`src/rtl/fx_pkg.sv`:
```
// ---------------------------------------------------------------------------
// fx_pkg
// Shared definitions for the fixed-point format converter:
//   - rounding and overflow mode constants
//   - fx_qwidth : width of the quantized intermediate, including one guard MSB
//   - fx_max / fx_min : representable range of an OW-bit output word
// ---------------------------------------------------------------------------
package fx_pkg;

    localparam int FX_RND_TRUNC     = 0;
    localparam int FX_RND_HALF_UP   = 1;
    localparam int FX_RND_HALF_EVEN = 2;

    localparam int FX_OVF_WRAP      = 0;
    localparam int FX_OVF_SAT       = 1;

    // Input shifted by IF-OF, plus one guard bit so the rounding add cannot wrap.
    function automatic int fx_qwidth(input int iw, input int ifb, input int ofb);
        int w;
        w = iw - (ifb - ofb) + 1;
        return (w < 2) ? 2 : w;
    endfunction

    function automatic longint fx_max(input int ow, input int sgn);
        return (sgn != 0) ? (longint'(1) << (ow - 1)) - 1 : (longint'(1) << ow) - 1;
    endfunction

    function automatic longint fx_min(input int ow, input int sgn);
        return (sgn != 0) ? -(longint'(1) << (ow - 1)) : longint'(0);
    endfunction

endpackage

```
`src/rtl/fx_match_lane.sv`:
```
// ---------------------------------------------------------------------------
// fx_match_lane
// One lane of the converter: stage 1 quantizes the LSBs (truncate / half-up /
// half-even), stage 2 handles MSB overflow (wrap / saturate). Both registered.
//   clk_i, rst_i : clock, synchronous active-high reset
//   en_i         : advance; 0 holds both stages
//   valid_i      : qualifier of the sample currently in stage 1 (gates ovf)
//   data_i       : Q(IW,IF) input word
//   data_o       : Q(OW,OF) output word (stage-2 register)
//   ovf_o        : overflow flag of data_o, already qualified by valid
// ---------------------------------------------------------------------------
module fx_match_lane
    import fx_pkg::*;
#(
    parameter int IW       = 12,
    parameter int IF       = 8,
    parameter int OW       = 14,
    parameter int OF       = 8,
    parameter int SIGNED   = 1,
    parameter int RND_MODE = 0,
    parameter int OVF_MODE = 0
) (
    input  logic          clk_i,
    input  logic          rst_i,
    input  logic          en_i,
    input  logic          valid_i,
    input  logic [IW-1:0] data_i,
    output logic [OW-1:0] data_o,
    output logic          ovf_o
);

    localparam int SH = IF - OF;
    localparam int LS = (SH < 0) ? -SH : 0;
    localparam int RS = (SH > 0) ? SH : 0;
    localparam int QW = fx_qwidth(IW, IF, OF);
    // Working width: input, left shift, one guard bit and one spare for the rounding add.
    localparam int EW = IW + LS + 2;
    localparam int CW = ((QW > OW) ? QW : OW) + 1;
    localparam int BI = (RS > 0 && RS < EW) ? RS : 0;

    localparam logic [EW-1:0]        BIAS = (EW'(1) << RS) >> 1;
    localparam logic signed [CW-1:0] MAXV = CW'(fx_max(OW, SIGNED));
    localparam logic signed [CW-1:0] MINV = CW'(fx_min(OW, SIGNED));

    logic [EW-1:0]        ext;
    logic [EW-1:0]        sum;
    logic [EW-1:0]        shifted;
    logic [QW-1:0]        q_d, q_q;
    logic signed [CW-1:0] qx;
    logic [OW-1:0]        data_d, data_q;
    logic                 ovf_d, ovf_q;

    // Stage 1: quantize
    always_comb begin
        if (SIGNED != 0) ext = EW'($signed(data_i));
        else             ext = EW'(data_i);

        sum = ext;
        if (RS > 0) begin
            if (RND_MODE == FX_RND_HALF_UP)
                sum = ext + BIAS;
            else if (RND_MODE == FX_RND_HALF_EVEN)
                // Half minus one, plus the LSB that survives the shift: ties go to even.
                sum = ext + BIAS - EW'(1) + EW'(ext[BI]);
        end

        if (SH <= 0)          shifted = sum << LS;
        else if (SIGNED != 0) shifted = EW'($signed(sum) >>> RS);
        else                  shifted = sum >> RS;

        q_d = QW'(shifted);
    end

    // Stage 2: range check on the quantized value, compared in a common signed width
    always_comb begin
        if (SIGNED != 0) qx = CW'($signed(q_q));
        else             qx = CW'(q_q);

        ovf_d = (qx > MAXV) || (qx < MINV);

        if (ovf_d && OVF_MODE == FX_OVF_SAT)
            data_d = (qx > MAXV) ? OW'(MAXV) : OW'(MINV);
        else
            data_d = OW'(qx);
    end

    always_ff @(posedge clk_i) begin
        if (rst_i) begin
            q_q    <= '0;
            data_q <= '0;
            ovf_q  <= 1'b0;
        end else if (en_i) begin
            q_q    <= q_d;
            data_q <= data_d;
            ovf_q  <= ovf_d & valid_i;
        end
    end

    assign data_o = data_q;
    assign ovf_o  = ovf_q;

endmodule

```
`src/rtl/fx_match_pipe.sv`:
```
// ---------------------------------------------------------------------------
// fx_match_pipe
// Pipelined fixed-point format converter, NCH lanes Q(IW,IF) -> Q(OW,OF).
// Two conversion stages per lane (fx_match_lane), then DELAY extra register
// stages. Latency is 2+DELAY enabled cycles; valid and ovf travel with data.
//   i_clk, i_rst  : clock, synchronous active-high reset
//   i_en          : pipeline advance; 0 freezes every register
//   i_valid       : i_data qualifier
//   i_data        : packed lanes, lane k at [k*IW +: IW]
//   i_ovf_clr     : clears o_ovf_sticky (a simultaneous set wins)
//   o_valid       : o_data qualifier
//   o_data        : packed output lanes, lane k at [k*OW +: OW]
//   o_ovf         : per-lane overflow aligned with o_data, 0 when !o_valid
//   o_ovf_sticky  : per-lane latched overflow
// ---------------------------------------------------------------------------
module fx_match_pipe
    import fx_pkg::*;
#(
    parameter int NCH      = 1,
    parameter int IW       = 12,
    parameter int IF       = 8,
    parameter int OW       = 14,
    parameter int OF       = 8,
    parameter int SIGNED   = 1,
    parameter int RND_MODE = 0,
    parameter int OVF_MODE = 0,
    parameter int DELAY    = 1
) (
    input  logic              i_clk,
    input  logic              i_rst,
    input  logic              i_en,
    input  logic              i_valid,
    input  logic [NCH*IW-1:0] i_data,
    input  logic              i_ovf_clr,
    output logic              o_valid,
    output logic [NCH*OW-1:0] o_data,
    output logic [NCH-1:0]    o_ovf,
    output logic [NCH-1:0]    o_ovf_sticky
);

    if (RND_MODE < 0 || RND_MODE > 2) begin : g_bad_rnd
        $error("fx_match_pipe: RND_MODE must be 0, 1 or 2");
    end
    if (OVF_MODE < 0 || OVF_MODE > 1) begin : g_bad_ovf
        $error("fx_match_pipe: OVF_MODE must be 0 or 1");
    end
    if (IW < 2 || OW < 2) begin : g_bad_width
        $error("fx_match_pipe: IW and OW must be at least 2");
    end
    if (DELAY < 0) begin : g_bad_delay
        $error("fx_match_pipe: DELAY must be non-negative");
    end

    logic              v1_q, v2_q;
    logic [NCH*OW-1:0] s2_data;
    logic [NCH-1:0]    s2_ovf;
    logic [NCH-1:0]    sticky_d, sticky_q;

    for (genvar k = 0; k < NCH; k++) begin : g_lane
        fx_match_lane #(
            .IW       (IW),
            .IF       (IF),
            .OW       (OW),
            .OF       (OF),
            .SIGNED   (SIGNED),
            .RND_MODE (RND_MODE),
            .OVF_MODE (OVF_MODE)
        ) u_lane (
            .clk_i   (i_clk),
            .rst_i   (i_rst),
            .en_i    (i_en),
            .valid_i (v1_q),
            .data_i  (i_data[k*IW +: IW]),
            .data_o  (s2_data[k*OW +: OW]),
            .ovf_o   (s2_ovf[k])
        );
    end

    always_ff @(posedge i_clk) begin
        if (i_rst) begin
            v1_q <= 1'b0;
            v2_q <= 1'b0;
        end else if (i_en) begin
            v1_q <= i_valid;
            v2_q <= v1_q;
        end
    end

    if (DELAY == 0) begin : g_nodly
        assign o_valid = v2_q;
        assign o_data  = s2_data;
        assign o_ovf   = s2_ovf;
    end else begin : g_dly
        logic              dv_q [DELAY];
        logic [NCH*OW-1:0] dd_q [DELAY];
        logic [NCH-1:0]    do_q [DELAY];

        always_ff @(posedge i_clk) begin
            if (i_rst) begin
                for (int unsigned i = 0; i < unsigned'(DELAY); i++) begin
                    dv_q[i] <= 1'b0;
                    dd_q[i] <= '0;
                    do_q[i] <= '0;
                end
            end else if (i_en) begin
                dv_q[0] <= v2_q;
                dd_q[0] <= s2_data;
                do_q[0] <= s2_ovf;
                for (int unsigned i = 1; i < unsigned'(DELAY); i++) begin
                    dv_q[i] <= dv_q[i-1];
                    dd_q[i] <= dd_q[i-1];
                    do_q[i] <= do_q[i-1];
                end
            end
        end

        assign o_valid = dv_q[DELAY-1];
        assign o_data  = dd_q[DELAY-1];
        assign o_ovf   = do_q[DELAY-1];
    end

    // Set has priority over clear so an overflow landing on a clear is not lost.
    always_comb begin
        sticky_d = sticky_q;
        if (i_en)
            sticky_d = (sticky_q & ~{NCH{i_ovf_clr}}) | (o_ovf & {NCH{o_valid}});
    end

    always_ff @(posedge i_clk) begin
        if (i_rst) sticky_q <= '0;
        else       sticky_q <= sticky_d;
    end

    assign o_ovf_sticky = sticky_q;

endmodule

```
`config.mk`:
```
export PLATFORM = sky130hd
export DESIGN_NAME = fx_match_pipe
export DESIGN_NICKNAME = d
export VERILOG_FILES = /design/src/rtl/fx_pkg.sv /design/src/rtl/fx_match_lane.sv /design/src/rtl/fx_match_pipe.sv
export SDC_FILE = /design/constraint.sdc
export NUM_CORES = 1
export LEC_CHECK = 0
export ABC_CLOCK_PERIOD_IN_PS = 1200
export CAP_MARGIN = 20
export CORE_MARGIN = 1
export CORE_UTILIZATION = 35
export DETAILED_ROUTE_END_ITERATION = 10
export PLACE_DENSITY = 0.59
export SYNTH_ARGS = -nofsm -noshare
export SYNTH_HDL_FRONTEND = slang
export SYNTH_SLANG_ARGS = --single-unit
```
`constraint.sdc`:
```
create_clock -name i_clk -period 1.2 [get_ports i_clk]
set_clock_uncertainty 0.1 [all_clocks]
set_input_delay 0.18 -clock i_clk [delete_from_list [all_inputs] [get_ports i_clk]]
set_output_delay 0.18 -clock i_clk [all_outputs]
set_load 0.05 [all_outputs]
```
==> Implementation_results.wiki, run 1 <==
{| class="wikitable"
! Metric !! Value
|-
| Result of the run || finished, violations left
|-
| Violations in the final reports || setup timing
|-
| Clk pin slew, worst setup/hold paths || 0.07 ns
|-
| Most frequent cell after synthesis || sky130_fd_sc_hd__dfxtp_1
|-
| Starting Density || 0.3734
|-
| Number of synthesized register bits || 42
|-
| DIE AREA || 0.004659 mm^2
|-
| Global route overflow || 0
|-
| List of cells traversed by the critical path || buf_12
|-
| Largest net degree at the start of global routing || 28
|-
| Cell chosen for the clock root || sky130_fd_sc_hd__clkbuf_8
|-
| Data arrival, critical path || 1.01 ns
|-
| Design Power || 3.035 mW
|-
| Syn Nets || 141
|-
| Longest individual stage delay on the worst path || 0.52 ns
|-
| H-tree levels || 2
|-
| Largest fanout on the critical path || 3
|-
| Number of hold buffers added after CTS || 0
|-
| Crit path capture type || primary output
|-
| Fin. Hold Viols || 0
|-
| Ports placed on the boundary || 34
|-
| # port buffers || 33
|-
| Worst hold path startpoint || i_en
|-
| Startpoint class of the critical path || flip-flop
|-
| Post-synth top area share || 0.3648
|-
| Antenna violations before repair || 0
|-
| TritonCTS clock tree || done
|-
| Final cell count without fillers || 214
|-
| Fraction of layout cells with a size suffix above 1 || 0.2134
|-
| Layout Nets || 180
|-
| Width of the die || 68.26 um
|-
| Crit Reg-Reg Startpoint || o_ovf_sticky$_SDFFE_PP0P_
|-
| Final estimated routing congestion in global placement || 0.6387
|-
| Instance area after placement || 0.002088 mm^2
|-
| Number of synthesized flops with an enable pin || 14
|-
| Height of the die || 68.26 um
|-
| Flip-flop cell with the highest count after synthesis || sky130_fd_sc_hd__dfxtp_1
|-
| Number of nets with antenna violations after detailed routing || 0
|-
| Setup violation total in the final timing report || 3
|-
| Final setup slack of the worst path || -0.08612 ns
|-
| Maximum count of clock buffers along a single path || 2
|-
| Detailed Routing Iterations Pass 1 || 4
|-
| Launching instance or port of the critical path || g_dly.dd_q[0][12]$_SDFFCE_PN0P_
|-
| Share of the yosys chip area belonging to registers || 0.6384
|-
| Yosys synthesis warning count || 0
|-
| Post-synthesis instance total || 124
|-
| Cell Area, Synth || 0.001536 mm^2
|-
| Wire length of the first global-routing pass || 4084 um
|-
| Relative max-transition margin || 0.8067
|-
| Buf+Inv Stages, Crit Path || 1
|-
| Via-per-instance ratio || 4.458
|-
| Setup CP Type || reg -> out
|-
| Total detailed-routing wirelength || 2564 um
|-
| Leakage power || 0.9367 nW
|-
| DP HPWL || 1909 um
|-
| Post-layout minimum cycle time || 1.286 ns
|-
| Type of the worst min-delay path || in -> reg
|-
| Overall routing resource usage || 0.1250
|-
| Initial drt markers || 40
|-
| Layout-stage area growth over the synthesis result || 43.00%
|-
| Required time at the worst-slack endpoint || 0.92 ns
|-
| Commonest cells post-synth || sky130_fd_sc_hd__dfxtp_1, sky130_fd_sc_hd__nor2_1, sky130_fd_sc_hd__mux2i_1
|-
| Utilization after layout || 0.5339
|-
| Final non-filler cell area || 0.002197 mm^2
|-
| Achievable clock frequency || 777.5 MHz
|-
| Routed wire length per instance || 11.98 um
|-
| Slew of the pin with the lowest slew margin || 0.2900 ns
|-
| Overall via count from detail_route || 954
|-
| # rows || 23
|-
| Number of placed cells counting well taps || 206
|-
| Portion of the clock cycle consumed by the worst path in the final layout || 1.072
|-
| Ant diodes || 0
|-
| Power density over the cells || 1381 mW/mm^2
|-
| Total of max-cap violations || 0
|-
| Cell variety after synth || 15
|-
| Number of global-route vias before repair || 892
|-
| Fill count || 348
|-
| Final slew viol count || 0
|-
| Flip-flop and latch area || 980.9 um^2
|-
| Core Footprint || 0.004115 mm^2
|-
| Largest area contributor in the netlist || sky130_fd_sc_hd__dfxtp_1
|-
| Worst Reg-to-Reg Cells || 2
|-
| Number of clock sinks seen by CTS || 42
|-
| Cell family with most CP delay || flip-flops
|-
| Area of the multi-input gates || 488.0 um^2
|-
| Hold path cells || 3
|-
| Async set-reset flop share out of synthesis || 0
|-
| RSZ-0062 raised after global routing || yes
|-
| Largest cells by area after synthesis || sky130_fd_sc_hd__dfxtp_1, sky130_fd_sc_hd__edfxtp_1, sky130_fd_sc_hd__mux2i_1
|-
| Drt drc || 0
|-
| Worst skew pair latency || 0.28 ns
|-
| Highest-delay cell along the critical path || sky130_fd_sc_hd__edfxtp_1
|-
| Worst IR drop on VDD || 0.5704 mV
|-
| Number of cells on the critical path || 1
|-
| Total clock buffers created by CTS || 5
|-
| Average size of a mapped cell || 12.39 um^2
|}
worst paths after layout:
check / to / slack [ns]
max: o_data[13] / -0.09
min reg2reg: g_lane[0].u_lane.ovf_o$_SDFFE_PP0P_ / 0.33
min: g_lane[0].u_lane.ovf_o$_SDFFE_PP0P_ / 0.27
max reg2reg: o_ovf_sticky$_SDFFE_PP0P_ / 0.31
stage by stage:
step	hold slack (ns)	setup slack (ns)	TNS, ns
after floorplan	0.2272	-0.002396	-0.004793
after CTS	0.2734	-0.1068	-0.3195
after global placement	0.3101	-0.3242	-11.59
final	0.2732	-0.08612	-0.2581
after global routing	0.2932	-0.1223	-0.3881
after detailed placement	0.3233	-0.3350	-12.40
flip-flops by register name, summed over array words and instances, names as in the netlist:
name                  count
g_dly.dv_q                1
g_lane.u_lane.ovf_o       1
g_dly.dd_q               12
o_ovf_sticky              1
g_dly.do_q                1
g_lane.u_lane.data_o     12
v1_q                      1
v2_q                      1
g_lane.u_lane.q_q        12
power by group:
group	internal, mW	leakage, nW	switching, mW
clock network	0.622	0.0524	0.432
logic	0.212	0.499	0.193
registers	1.53	0.385	0.0436
cell families after synthesis:
kind of cell | count (synthesis) | share of synthesized area
AND/OR/NAND/NOR | 44 | 0.1352
buffers and inverters | 10 | 0.04723
multiplexers | 26 | 0.1694
flip-flops | 42 | 0.6384
AO/OA/AOI/OAI | 2 | 0.009769
placed cells by master, fill, tap and decap left out:
| cell type | Yosys | layout |
|---|---|---|
| sky130_fd_sc_hd__buf_2 | 4 | 1 |
| sky130_fd_sc_hd__buf_4 | 3 | 8 |
| sky130_fd_sc_hd__inv_1 | 1 | 1 |
| sky130_fd_sc_hd__mux2i_1 | 26 | 26 |
| sky130_fd_sc_hd__a21oi_1 | 1 | 1 |
| sky130_fd_sc_hd__clkdlybuf4s50_1 | 0 | 15 |
| sky130_fd_sc_hd__edfxtp_1 | 14 | 14 |
| sky130_fd_sc_hd__and2_1 | 14 | 14 |
| sky130_fd_sc_hd__or2_4 | 0 | 1 |
| sky130_fd_sc_hd__dfxtp_1 | 28 | 28 |
| sky130_fd_sc_hd__bufinv_16 | 0 | 1 |
| sky130_fd_sc_hd__buf_12 | 0 | 17 |
| sky130_fd_sc_hd__nand3_1 | 1 | 1 |
| sky130_fd_sc_hd__nor2_1 | 27 | 27 |
| sky130_fd_sc_hd__clkbuf_1 | 0 | 2 |
| sky130_fd_sc_hd__clkbuf_8 | 0 | 5 |
| sky130_fd_sc_hd__and2b_4 | 0 | 1 |
| sky130_fd_sc_hd__a21bo_2 | 1 | 1 |
timing repair:
item,4_1_cts,5_1_grt
buffers inserted,0,0
gates resized for setup,1,1
endpoints found under the setup margin,17,16
per-layer routing:
| layer | routed length (um) | up-vias | global-route usage |
|---|---|---|---|
| li1 | - | 484 | - |
| met1 | 1057 | 444 | 0.1332 |
| met2 | 1353 | 24 | 0.2145 |
| met3 | 126 | 2 | 0.05000 |
| met4 | 27 | 0 | 0.05729 |
| met5 | 0 | - | 0 |
area by class of cell:
class                           instances  share of cell area
Sequential cell                        42              0.4465
Timing Repair Buffer                   41              0.2528
Multi-Input combinational cell         72              0.2221
Clock buffer                            7             0.03474
Tap cell                               50             0.02847
Clock inverter                          1             0.01367
Inverter                                1            0.001708
No activity file was read; power rests on OpenSTA's default activity.
==> run 2, diff against run 1 <==
--- a/config.mk
+++ b/config.mk
@@ -11,6 +11,7 @@
 export CORE_UTILIZATION = 35
 export DETAILED_ROUTE_END_ITERATION = 10
 export PLACE_DENSITY = 0.59
+export SKIP_CTS_REPAIR_TIMING = 1
 export SYNTH_ARGS = -nofsm -noshare
 export SYNTH_HDL_FRONTEND = slang
 export SYNTH_SLANG_ARGS = --single-unit
==> results of run 2 <==
No change in the layout: final DEF, timing and power equal those of run 1.
==> run 3, diff against run 2 <==
--- a/config.mk
+++ b/config.mk
@@ -8,9 +8,9 @@
 export ABC_CLOCK_PERIOD_IN_PS = 1200
 export CAP_MARGIN = 20
 export CORE_MARGIN = 1
-export CORE_UTILIZATION = 35
+export CORE_UTILIZATION = 44
 export DETAILED_ROUTE_END_ITERATION = 10
-export PLACE_DENSITY = 0.59
+export PLACE_DENSITY = 0.72
 export SKIP_CTS_REPAIR_TIMING = 1
 export SYNTH_ARGS = -nofsm -noshare
 export SYNTH_HDL_FRONTEND = slang
==> Implementation_results.wiki, run 3 (same netlist as run 1, synthesis figures left out) <==
{| class="wikitable"
! Metric !! Value
|-
| Crit path capture type || primary output
|-
| Layout Nets || 178 (-1.1%)
|-
| Final non-filler cell area || 0.002141 mm^2 (-2.6%)
|-
| H-tree levels || 2 (unchanged)
|-
| Instance area after placement || 0.002061 mm^2 (-1.3%)
|-
| Total clock buffers created by CTS || 5 (unchanged)
|-
| Buf+Inv Stages, Crit Path || 1 (unchanged)
|-
| Required time at the worst-slack endpoint || 0.92 ns (about the same)
|-
| Data arrival, critical path || 1.11 ns (+0.10 ns)
|-
| Hold path cells || 3 (unchanged)
|-
| Achievable clock frequency || 721.6 MHz (-7.2%)
|-
| Number of global-route vias before repair || 917 (+2.8%)
|-
| Routed wire length per instance || 12.33 um (+2.9%)
|-
| Width of the die || 61.10 um (-10%)
|-
| Total detailed-routing wirelength || 2564 um (unchanged)
|-
| Layout-stage area growth over the synthesis result || 39.33%
|-
| RSZ-0062 raised after global routing || yes
|-
| Leakage power || 0.9137 nW (-2.5%)
|-
| Type of the worst min-delay path || in -> reg
|-
| Fill count || 276 (-21%)
|-
| Result of the run || finished, violations left
|-
| Largest net degree at the start of global routing || 19 (-32%)
|-
| Final slew viol count || 0 (unchanged)
|-
| Violations in the final reports || setup timing
|-
| Worst Reg-to-Reg Cells || 3 (+1)
|-
| Initial drt markers || 22 (-45%)
|-
| Via-per-instance ratio || 4.524 (+1.5%)
|-
| Worst hold path startpoint || i_en
|-
| Antenna violations before repair || 0 (unchanged)
|-
| Cell family with most CP delay || flip-flops
|-
| Largest fanout on the critical path || 3 (unchanged)
|-
| Hold endpoint || g_lane[0].u_lane.ovf_o$_SDFFE_PP0P_
|-
| Final estimated routing congestion in global placement || 0.6194 (-3.0%)
|-
| # rows || 21 (-8.7%)
|-
| Clk pin slew, worst setup/hold paths || 0.12 ns (+0.05 ns)
|-
| Startpoint class of the critical path || flip-flop
|-
| Fraction of power consumed by combinational cells || 0.144 (+0.011)
|-
| Overall via count from detail_route || 941 (-1.4%)
|-
| Number of clock sinks seen by CTS || 42 (unchanged)
|-
| Overall routing resource usage || 0.1624 (+0.03745)
|-
| Post-layout minimum cycle time || 1.386 ns (+0.09960 ns)
|-
| TritonCTS clock tree || done
|-
| Total of max-cap violations || 0 (unchanged)
|-
| Ports placed on the boundary || 34 (unchanged)
|-
| Relative max-transition margin || 0.7937 (-0.01299)
|-
| Portion of the clock cycle consumed by the worst path in the final layout || 1.155 (+0.08300)
|-
| Ant diodes || 0 (unchanged)
|-
| List of cells traversed by the critical path || buf_12
|-
| Setup violation total in the final timing report || 16 (+13)
|-
| Slew of the pin with the lowest slew margin || 0.3101 ns (+0.02013 ns)
|-
| Maximum count of clock buffers along a single path || 2 (unchanged)
|-
| Wire length of the first global-routing pass || 4091 um (+0.17%)
|-
| Flop-to-flop setup slack || 0.27 ns (-0.04 ns)
|-
| Fraction of layout cells with a size suffix above 1 || 0.2099 (-0.003538)
|-
| # port buffers || 33 (unchanged)
|-
| Internal power component || 2.098 mW (-11%)
|-
| DP HPWL || 1865 um (-2.3%)
|-
| Core Footprint || 0.003337 mm^2 (-19%)
|-
| Setup CP Type || reg -> out
|-
| DIE AREA || 0.003733 mm^2 (-20%)
|-
| Starting Density || 0.4604 (+0.08708)
|-
| Detailed Routing Iterations Pass 1 || 4 (unchanged)
|-
| Final setup slack of the worst path || -0.1857 ns (-0.09960 ns)
|-
| Highest-delay cell along the critical path || sky130_fd_sc_hd__edfxtp_1
|-
| Fin. Hold Viols || 0 (unchanged)
|-
| Reg-to-Reg End || o_ovf_sticky$_SDFFE_PP0P_
|-
| Power density over the cells || 1295 mW/mm^2 (-6.2%)
|-
| Setup Slack @ Placement || -0.4141 ns (-0.07908 ns)
|-
| Height of the die || 61.10 um (-10%)
|-
| Longest individual stage delay on the worst path || 0.54 ns (+0.02 ns)
|-
| Number of nets with antenna violations after detailed routing || 0 (unchanged)
|-
| Clock network fraction of design power || 0.288 (-0.059)
|-
| Switch share || 0.2433 (+0.02308)
|-
| Proportion of power drawn by flip-flops and latches || 0.568 (+0.049)
|-
| Psw || 674.7 uW (+0.92%)
|-
| Cell chosen for the clock root || sky130_fd_sc_hd__clkbuf_4
|-
| Global route overflow || 0 (unchanged)
|-
| Crit Reg-Reg Startpoint || g_dly.dv_q[0]$_DFFE_PP_
|-
| Worst skew pair latency || 0.35 ns (+0.07 ns)
|-
| Worst IR drop on VDD || 0.8224 mV (+44%)
|-
| Most frequent cells in the layout || sky130_fd_sc_hd__nor2_1, sky130_fd_sc_hd__dfxtp_1, sky130_fd_sc_hd__mux2i_1
|-
| Drt drc || 0 (unchanged)
|}
[run 3: changes by cell type in the layout (fill, tap and decap cells not counted), sizes merged]
| cell | delta |
|---|---|
| buf | -2 |
| bufinv | -1 |
| clkbuf | +1 |
[run 3: worst max path at each step]
stage / startpoint / to / slack, ns / depth (start not counted)
final: g_dly.dd_q[0][12]$_SDFFCE_PN0P_ / o_data[13] / -0.19 / 1
after global routing: g_dly.dd_q[0][12]$_SDFFCE_PN0P_ / o_data[13] / -0.23 / 1
after CTS: g_dly.dd_q[0][12]$_SDFFCE_PN0P_ / o_data[13] / -0.21 / 1
after detailed placement: i_rst / g_dly.dv_q[0]$_DFFE_PP_ / -0.41 / 3
after global placement: i_rst / g_dly.dd_q[0][5]$_SDFFCE_PN0P_ / -0.34 / 3
after floorplan: g_dly.dd_q[0][12]$_SDFFCE_PN0P_ / o_data[12] / -0.002 / 1
[run 3: tightest hold or removal path, delay by kind of cell]
family / cells / cell delay (ns)
simple gates: 2 / 0.31
buf+inv: 1 / 0.12
[run 3: power groups by stage]
| stage | sequential, mW | clock (mW) | combinational [mW] |
|---|---|---|---|
| after floorplan | 1.67 | 0 | 0.140 |
| after global placement | 1.61 | 0 | 0.390 |
| after detailed placement | 1.61 | 0 | 0.400 |
| after CTS | 1.58 | 0.822 | 0.400 |
| after global routing | 1.58 | 0.876 | 0.423 |
| final | 1.58 | 0.798 | 0.399 |
[run 3: metrics by stage]
stage | utilization | hold WS, ns | instances | setup TNS (ns) | total power, mW
after floorplan | - | 0.2272 | 124 | -0.004793 | 1.811
final | 0.6415 | 0.1871 | 208 | -1.059 | 2.773
after global placement | 0.6175 | 0.3108 | 199 | -9.533 | 1.996
after detailed placement | 0.6175 | 0.3218 | 199 | -11.77 | 2.010
after CTS | 0.6385 | 0.1789 | 207 | -1.568 | 2.800
after global routing | 0.6415 | 0.1898 | 208 | -1.789 | 2.883
[run 3: area by class of cell]
type                            instances  area [um^2]  area share
Inverter                                1        3.754    0.001753
Tap cell                               46        57.56     0.02688
Sequential cell                        42        982.2      0.4588
Clock buffer                            8        70.07     0.03273
Multi-Input combinational cell         72        486.7      0.2274
Timing Repair Buffer                   39        540.5      0.2525
[run 3: metal layers]
metal / global-route usage / routed length (um)
met1: 0.1806 / 1088
met2: 0.2686 / 1293
met3: 0.06303 / 125
met5: 0 / 0
met4: 0.08766 / 56
